File: src/rtl/fifo_rd_drain_if.sv
// Signal bundle between the FIFO read port, the drain controller and the serial transmitter.
// master = drain controller, slave = FIFO/transmitter environment.
interface fifo_rd_drain_if #(
  parameter int D_SIZE = 8,
  parameter int CNT_W  = 16
);
  logic              i_en;
  logic              i_empty;
  logic [D_SIZE-1:0] i_r_data;
  logic              i_tx_busy;
  logic              o_r_inc;
  logic [D_SIZE-1:0] o_tx_data;
  logic              o_tx_valid;
  logic              o_busy;
  logic              o_drop;
  logic [CNT_W-1:0]  o_word_cnt;

  modport master (
    input  i_en, i_empty, i_r_data, i_tx_busy,
    output o_r_inc, o_tx_data, o_tx_valid, o_busy, o_drop, o_word_cnt
  );

  modport slave (
    output i_en, i_empty, i_r_data, i_tx_busy,
    input  o_r_inc, o_tx_data, o_tx_valid, o_busy, o_drop, o_word_cnt
  );
endinterface

File: src/rtl/fifo_rd_drain.sv
// Read-side FIFO consumer: pops one word at a time and hands it to a busy-flagged
// transmitter with handshake timeout, inter-frame gap and a delivered-word counter.
module fifo_rd_drain #(
  parameter int D_SIZE  = 8,
  parameter int TO_W    = 8,
  parameter int TIMEOUT = 200,
  parameter int GAP     = 2,
  parameter int CNT_W   = 16
) (
  input logic             i_r_clk,
  input logic             i_r_rstn,
  fifo_rd_drain_if.master bus
);

  localparam int GAP_W = (GAP > 1) ? $clog2(GAP) : 1;
  localparam logic [TO_W-1:0]  TO_LAST  = TO_W'(TIMEOUT - 1);
  localparam logic [GAP_W-1:0] GAP_LAST = GAP_W'((GAP > 0) ? GAP - 1 : 0);

  // IDLE wait for work | POP strobe FIFO | SEND offer word | WAIT busy high | GAP frame spacing
  typedef enum logic [2:0] {
    S_IDLE,
    S_POP,
    S_SEND,
    S_WAIT,
    S_GAP
  } state_t;

  state_t            r_state;
  logic [TO_W-1:0]   r_to_cnt;
  logic [GAP_W-1:0]  r_gap_cnt;
  logic              r_r_inc;
  logic [D_SIZE-1:0] r_tx_data;
  logic              r_tx_valid;
  logic              r_busy;
  logic              r_drop;
  logic [CNT_W-1:0]  r_word_cnt;

  always_ff @(posedge i_r_clk) begin
    if (!i_r_rstn) begin
      r_state    <= S_IDLE;
      r_to_cnt   <= '0;
      r_gap_cnt  <= '0;
      r_r_inc    <= 1'b0;
      r_tx_data  <= '0;
      r_tx_valid <= 1'b0;
      r_busy     <= 1'b0;
      r_drop     <= 1'b0;
      r_word_cnt <= '0;
    end else begin
      r_r_inc <= 1'b0;
      r_drop  <= 1'b0;
      case (r_state)
        S_IDLE: begin
          if (bus.i_en && !bus.i_empty) begin
            r_state <= S_POP;
            r_r_inc <= 1'b1;
            r_busy  <= 1'b1;
          end
        end
        S_POP: begin
          r_tx_data  <= bus.i_r_data;
          r_tx_valid <= 1'b1;
          r_to_cnt   <= '0;
          r_state    <= S_SEND;
        end
        S_SEND: begin
          // An acknowledge on the final timeout cycle still counts as delivered.
          if (bus.i_tx_busy) begin
            r_state    <= S_WAIT;
            r_tx_valid <= 1'b0;
            r_to_cnt   <= '0;
            r_word_cnt <= r_word_cnt + 1'b1;
          end else if (r_to_cnt == TO_LAST) begin
            r_state    <= S_IDLE;
            r_tx_valid <= 1'b0;
            r_busy     <= 1'b0;
            r_drop     <= 1'b1;
            r_to_cnt   <= '0;
          end else begin
            r_to_cnt <= r_to_cnt + 1'b1;
          end
        end
        S_WAIT: begin
          if (!bus.i_tx_busy) begin
            if (GAP > 0) begin
              r_state   <= S_GAP;
              r_gap_cnt <= '0;
            end else begin
              r_state <= S_IDLE;
              r_busy  <= 1'b0;
            end
          end
        end
        S_GAP: begin
          if (r_gap_cnt == GAP_LAST) begin
            r_state   <= S_IDLE;
            r_busy    <= 1'b0;
            r_gap_cnt <= '0;
          end else begin
            r_gap_cnt <= r_gap_cnt + 1'b1;
          end
        end
        default: begin
          r_state    <= S_IDLE;
          r_tx_valid <= 1'b0;
          r_busy     <= 1'b0;
        end
      endcase
    end
  end

  assign bus.o_r_inc    = r_r_inc;
  assign bus.o_tx_data  = r_tx_data;
  assign bus.o_tx_valid = r_tx_valid;
  assign bus.o_busy     = r_busy;
  assign bus.o_drop     = r_drop;
  assign bus.o_word_cnt = r_word_cnt;

endmodule
File: src/flat_wrapper.sv
// flat-port wrapper written by rule: the top's interface ports become plain ports
module fifo_rd_drain_flat 
#(
  parameter int D_SIZE  = 8,
  parameter int TO_W    = 8,
  parameter int TIMEOUT = 200,
  parameter int GAP     = 2,
  parameter int CNT_W   = 16
)
  (i_r_clk, i_r_rstn, bus_i_en, bus_i_empty, bus_i_r_data, bus_i_tx_busy, bus_o_r_inc, bus_o_tx_data, bus_o_tx_valid, bus_o_busy, bus_o_drop, bus_o_word_cnt);
  fifo_rd_drain_if #(.D_SIZE(D_SIZE), .CNT_W(CNT_W)) bus_i ();
  input logic i_r_clk;
  input logic i_r_rstn;
  input wire logic [$bits(bus_i.i_en)-1:0] bus_i_en;
  input wire logic [$bits(bus_i.i_empty)-1:0] bus_i_empty;
  input wire logic [$bits(bus_i.i_r_data)-1:0] bus_i_r_data;
  input wire logic [$bits(bus_i.i_tx_busy)-1:0] bus_i_tx_busy;
  output wire logic [$bits(bus_i.o_r_inc)-1:0] bus_o_r_inc;
  output wire logic [$bits(bus_i.o_tx_data)-1:0] bus_o_tx_data;
  output wire logic [$bits(bus_i.o_tx_valid)-1:0] bus_o_tx_valid;
  output wire logic [$bits(bus_i.o_busy)-1:0] bus_o_busy;
  output wire logic [$bits(bus_i.o_drop)-1:0] bus_o_drop;
  output wire logic [$bits(bus_i.o_word_cnt)-1:0] bus_o_word_cnt;
  assign bus_i.i_en = bus_i_en;
  assign bus_i.i_empty = bus_i_empty;
  assign bus_i.i_r_data = bus_i_r_data;
  assign bus_i.i_tx_busy = bus_i_tx_busy;
  assign bus_o_r_inc = bus_i.o_r_inc;
  assign bus_o_tx_data = bus_i.o_tx_data;
  assign bus_o_tx_valid = bus_i.o_tx_valid;
  assign bus_o_busy = bus_i.o_busy;
  assign bus_o_drop = bus_i.o_drop;
  assign bus_o_word_cnt = bus_i.o_word_cnt;
  fifo_rd_drain #(.D_SIZE(D_SIZE), .TO_W(TO_W), .TIMEOUT(TIMEOUT), .GAP(GAP), .CNT_W(CNT_W)) u_core (.i_r_clk(i_r_clk), .i_r_rstn(i_r_rstn), .bus(bus_i));
endmodule
File: config.mk
export PLATFORM = sky130hd
export DESIGN_NAME = fifo_rd_drain_flat
export DESIGN_NICKNAME = d
export VERILOG_FILES = /design/src/rtl/fifo_rd_drain_if.sv /design/src/rtl/fifo_rd_drain.sv /design/src/flat_wrapper.sv
export SDC_FILE = /design/constraint.sdc
export NUM_CORES = 1
export LEC_CHECK = 0
export ABC_AREA = 1
export CORE_MARGIN = 5
export CORE_UTILIZATION = 37
export CTS_CLUSTER_DIAMETER = 40
export CTS_CLUSTER_SIZE = 40
export DETAILED_ROUTE_END_ITERATION = 7
export GPL_TIMING_DRIVEN = 0
export PLACE_DENSITY_LB_ADDON = 0.25
export SLEW_MARGIN = 0
export SYNTH_ARGS = -nofsm -noshare
export SYNTH_HDL_FRONTEND = slang
export SYNTH_SLANG_ARGS = --single-unit
File: constraint.sdc
create_clock -name i_r_clk -period 1.35 [get_ports i_r_clk]
set_input_delay 0.135 -clock i_r_clk [delete_from_list [all_inputs] [get_ports i_r_clk]]
set_output_delay 0.135 -clock i_r_clk [all_outputs]
set_load 0.01 [all_outputs]
==> results by group <==
Synth
  – Simple-gate share of the synthesized area: between 30 and 40%
  – Xor and xnor area share after synthesis: 3.52%
  – Share of the synthesized area in the top cell type: 41.0%
  – Leading post-synthesis cells by cell area: dfxtp_1 41%, nand2_1 12%, nor2_1 7.9%
  – Synth Area in Adders: 1.92%
  – Post-synthesis mux area share: 0%
  – Register area share after synthesis: 41.0%
  – Cells after synthesis: 270
  – Warnings from Yosys: 0
  – Post-synth ARST share: 0%
  – Post-synth EDFFs: 0
  – Synth Area per Inst: slightly above 7 um2
  – Most used DFF post-synth: dfxtp_1
  – Compound-Gate Fraction of Synth Area: 9.22%
  – Largest family of logic cells by synthesized area: simple AND/OR/NAND/NOR gates
  – Syn Nets: about 290
  – Synth cell types: 33
  – Yosys reg bits: 40
  – Syn Std Cell Area: between 1500 and 2000 um2
  – Yosys top cell by area: dfxtp_1

Die
  – Die Ht: 82.7 um
  – Die X: 82.7 um
  – Core Footprint: 5110 um2
  – Row cnt: 26
  – DIE AREA: slightly below 7000 um2
  – Initial Util: a little under two fifths
  – Ports: 41

Pwr
  – Tot Pwr: 3820 uW
  – Pleak: 0.00135 uW
  – Pwr dens: 1360 nW/um2
  – Max IR drop VDD: around 0.73 mV

Detailed routing
  – Drt wl/cell: 11.2 um
  – DR pass1 iterations: 4
  – Iteration-0 DRC Markers: 85
  – Post-route ant nets: 0
  – Vias: 1,858
  – # DRC: 0
  – DR vias/cell: between 4 and 5
  – Final wirelength: 4500 um

Clocking
  – CTS Root Cell: clkbuf_8
  – Clock Latency Late Sink: 0.29 ns
  – Clock tree buffer depth: 2
  – TritonCTS clock tree: built
  – Num CTS Buffers: 5
  – H-tree depth: 2
  – CTS Hold Buffers Added: 0
  – CTS sink count: 40
  – Clk slew on worst S/H paths: 0.07 ns

Worst setup path
  – CP Class: flop to flop
  – R2R cell count: 10
  – Startpoint Class: flop
  – R2R setup slack: -0.03 ns
  – R2R Path Start: u_core.bus.o_word_cnt[0]
  – Critical Path AT: 1.61 ns
  – Largest fanout on the critical path: 4
  – Critical Path RT: 1.58 ns
  – CP Launch Point: u_core.bus.o_word_cnt[0]
  – Critical path endpoint category: flop

Global route
  – Overall Global Routing Usage: 13.4%
  – Largest net degree at the start of global routing: 13
  – Global-route wire length before repair: between 7000 and 8000 um
  – Initial antenna violation count: 0
  – Grt total ovfl: 0
  – Number of global-route vias before repair: about 1,600

Finish
  – Layout cells sized above 1: 20.6%
  – Most frequent cells in the layout: 58 x nand2_1, 37 x nor2_1, 30 x dfxtp_1
  – Area grow syn2layout: 43.5%
  – Final nets: 345
  – Most common cell after layout, fill and taps aside: nand2_1
  – Diodes inserted: 0

STA
  – Maximum clock rate: 725 MHz
  – Count of final setup violators: 1
  – Max Clock Skew: ~0.0032 ns
  – Final worst slack: -0.0300 ns
  – Final hold viol count: 0
  – Slew @ Worst Pin: 0.491 ns
  – Slew headroom: 67.3%
  – Final min period: between 1 and 1.5 ns
  – Final critical-path share of the clock period: 102%
  – Max-slew violations: 0
  – RSZ-0062 raised after global routing: true

Place
  – Final HPWL DP: slightly above 3000 um
  – RePlAce Congestion: about 0.80
  – Dpl ws: -0.336 ns
  – Port-buffer cells: 39

Outcome
  – Violated checks: negative setup slack
  – Outcome: complete, but fails checks

Hold path
  – Hold Crit Start: i_r_rstn
  – Worst hold-check path type: input port to flop
  – Hold Path Depth: 3

Job
  – Max_cap viols: 0
through the flow:
step	hold slack (ns)	util, %	cell area (um2)	setup TNS (ns)	std cells
after floorplan	0.214	-	1960	0	270
final	0.184	54.9	2800	-0.0300	400
after global placement	0.446	47.6	2430	-3.85	379
after global routing	0.194	54.9	2800	-0.673	400
after detailed placement	0.452	47.6	2430	-4.00	379
after CTS	0.178	51.3	2620	-0.0323	393
synth_stat cells, types with 2 or more instances:
| library cell | number |
|---|---|
| nand2_2 | 2 |
| nor3_1 | 5 |
| clkinv_1 | 2 |
| dfxtp_1 | 40 |
| a21oi_1 | 20 |
| buf_2 | 3 |
| nor2_2 | 2 |
| nand2_4 | 2 |
| nand3_1 | 18 |
| nor2_1 | 41 |
| o21ai_1 | 3 |
| o21ai_0 | 6 |
| nand4_1 | 5 |
| nand2_1 | 63 |
| xor2_1 | 5 |
| inv_1 | 29 |
| nor2_4 | 3 |
| inv_2 | 4 |
| ha_1 | 3 |
final timing paths:
check,to
hold reg to reg,u_core.bus.o_tx_data[6]
setup / recovery,u_core.bus.o_word_cnt[14]
hold / removal,u_core.bus.o_word_cnt[1]
setup reg to reg,u_core.bus.o_word_cnt[14]
cell type report:
cell class	count	area [um2]
Clock inverter	2	35.0
Tap cell	70	87.6
Fill cell	504	2300
Clock buffer	6	72.6
Buffer	4	18.8
Sequential cell	40	826
Timing Repair Buffer	52	520
Inverter	36	156
Multi-Input combinational cell	190	1090
power by group:
| part | internal [uW] | switching [uW] |
|---|---|---|
| Clock | 549 | 413 |
| Combinational | 635 | 769 |
| Sequential | 1340 | 120 |
| Total | 2520 | 1300 |
registers in the layout (all words and copies together) (netlist names):
name and cells:
u_core.bus.o_r_inc 1, u_core.r_state 3, u_core.r_to_cnt 8, u_core.r_gap_cnt 1, u_core.bus.o_tx_data 8, u_core.bus.o_busy 1, u_core.bus.o_drop 1, u_core.bus.o_tx_valid 1
u_core.bus.o_word_cnt 16
metal layers:
| layer | up-vias | global-route usage (%) | wire length [um] |
|---|---|---|---|
| met1 | 839 | 16.7 | 2080 |
| li1 | 974 | - | - |
| met2 | 39 | 22.3 | 2100 |
| met4 | 0 | 3.43 | 49 |
| met5 | - | 0 | 0 |
| met3 | 6 | 4.34 | 270 |
cell families (layout without fill, tap and decap cells):
logic type | after synthesis | after routing
fa+ha+maj | 3 | 3
compound gates | 32 | 32
flops | 40 | 40
simple gates | 148 | 148
buf+inv | 40 | 100
xor+xnor | 7 | 7
critical path, cell delays in order, from the launching register on:
cell and delay (ns):
dfxtp_4 0.37, ha_4 0.15, nand2_4 0.06, nor2_4 0.10
nand2_2 0.07, nor2_4 0.18, buf_6 0.13, nand3_2 0.07
nand2_1 0.07, nand2_1 0.04, nor2_1 0.08
what timing repair did:
action,4_1_cts,5_1_grt
buffers inserted,6,7
gates resized for setup,23,39
setup endpoints to repair,24,31
pin swaps,7,11
Note: power is estimated with default switching activity, not from simulation.
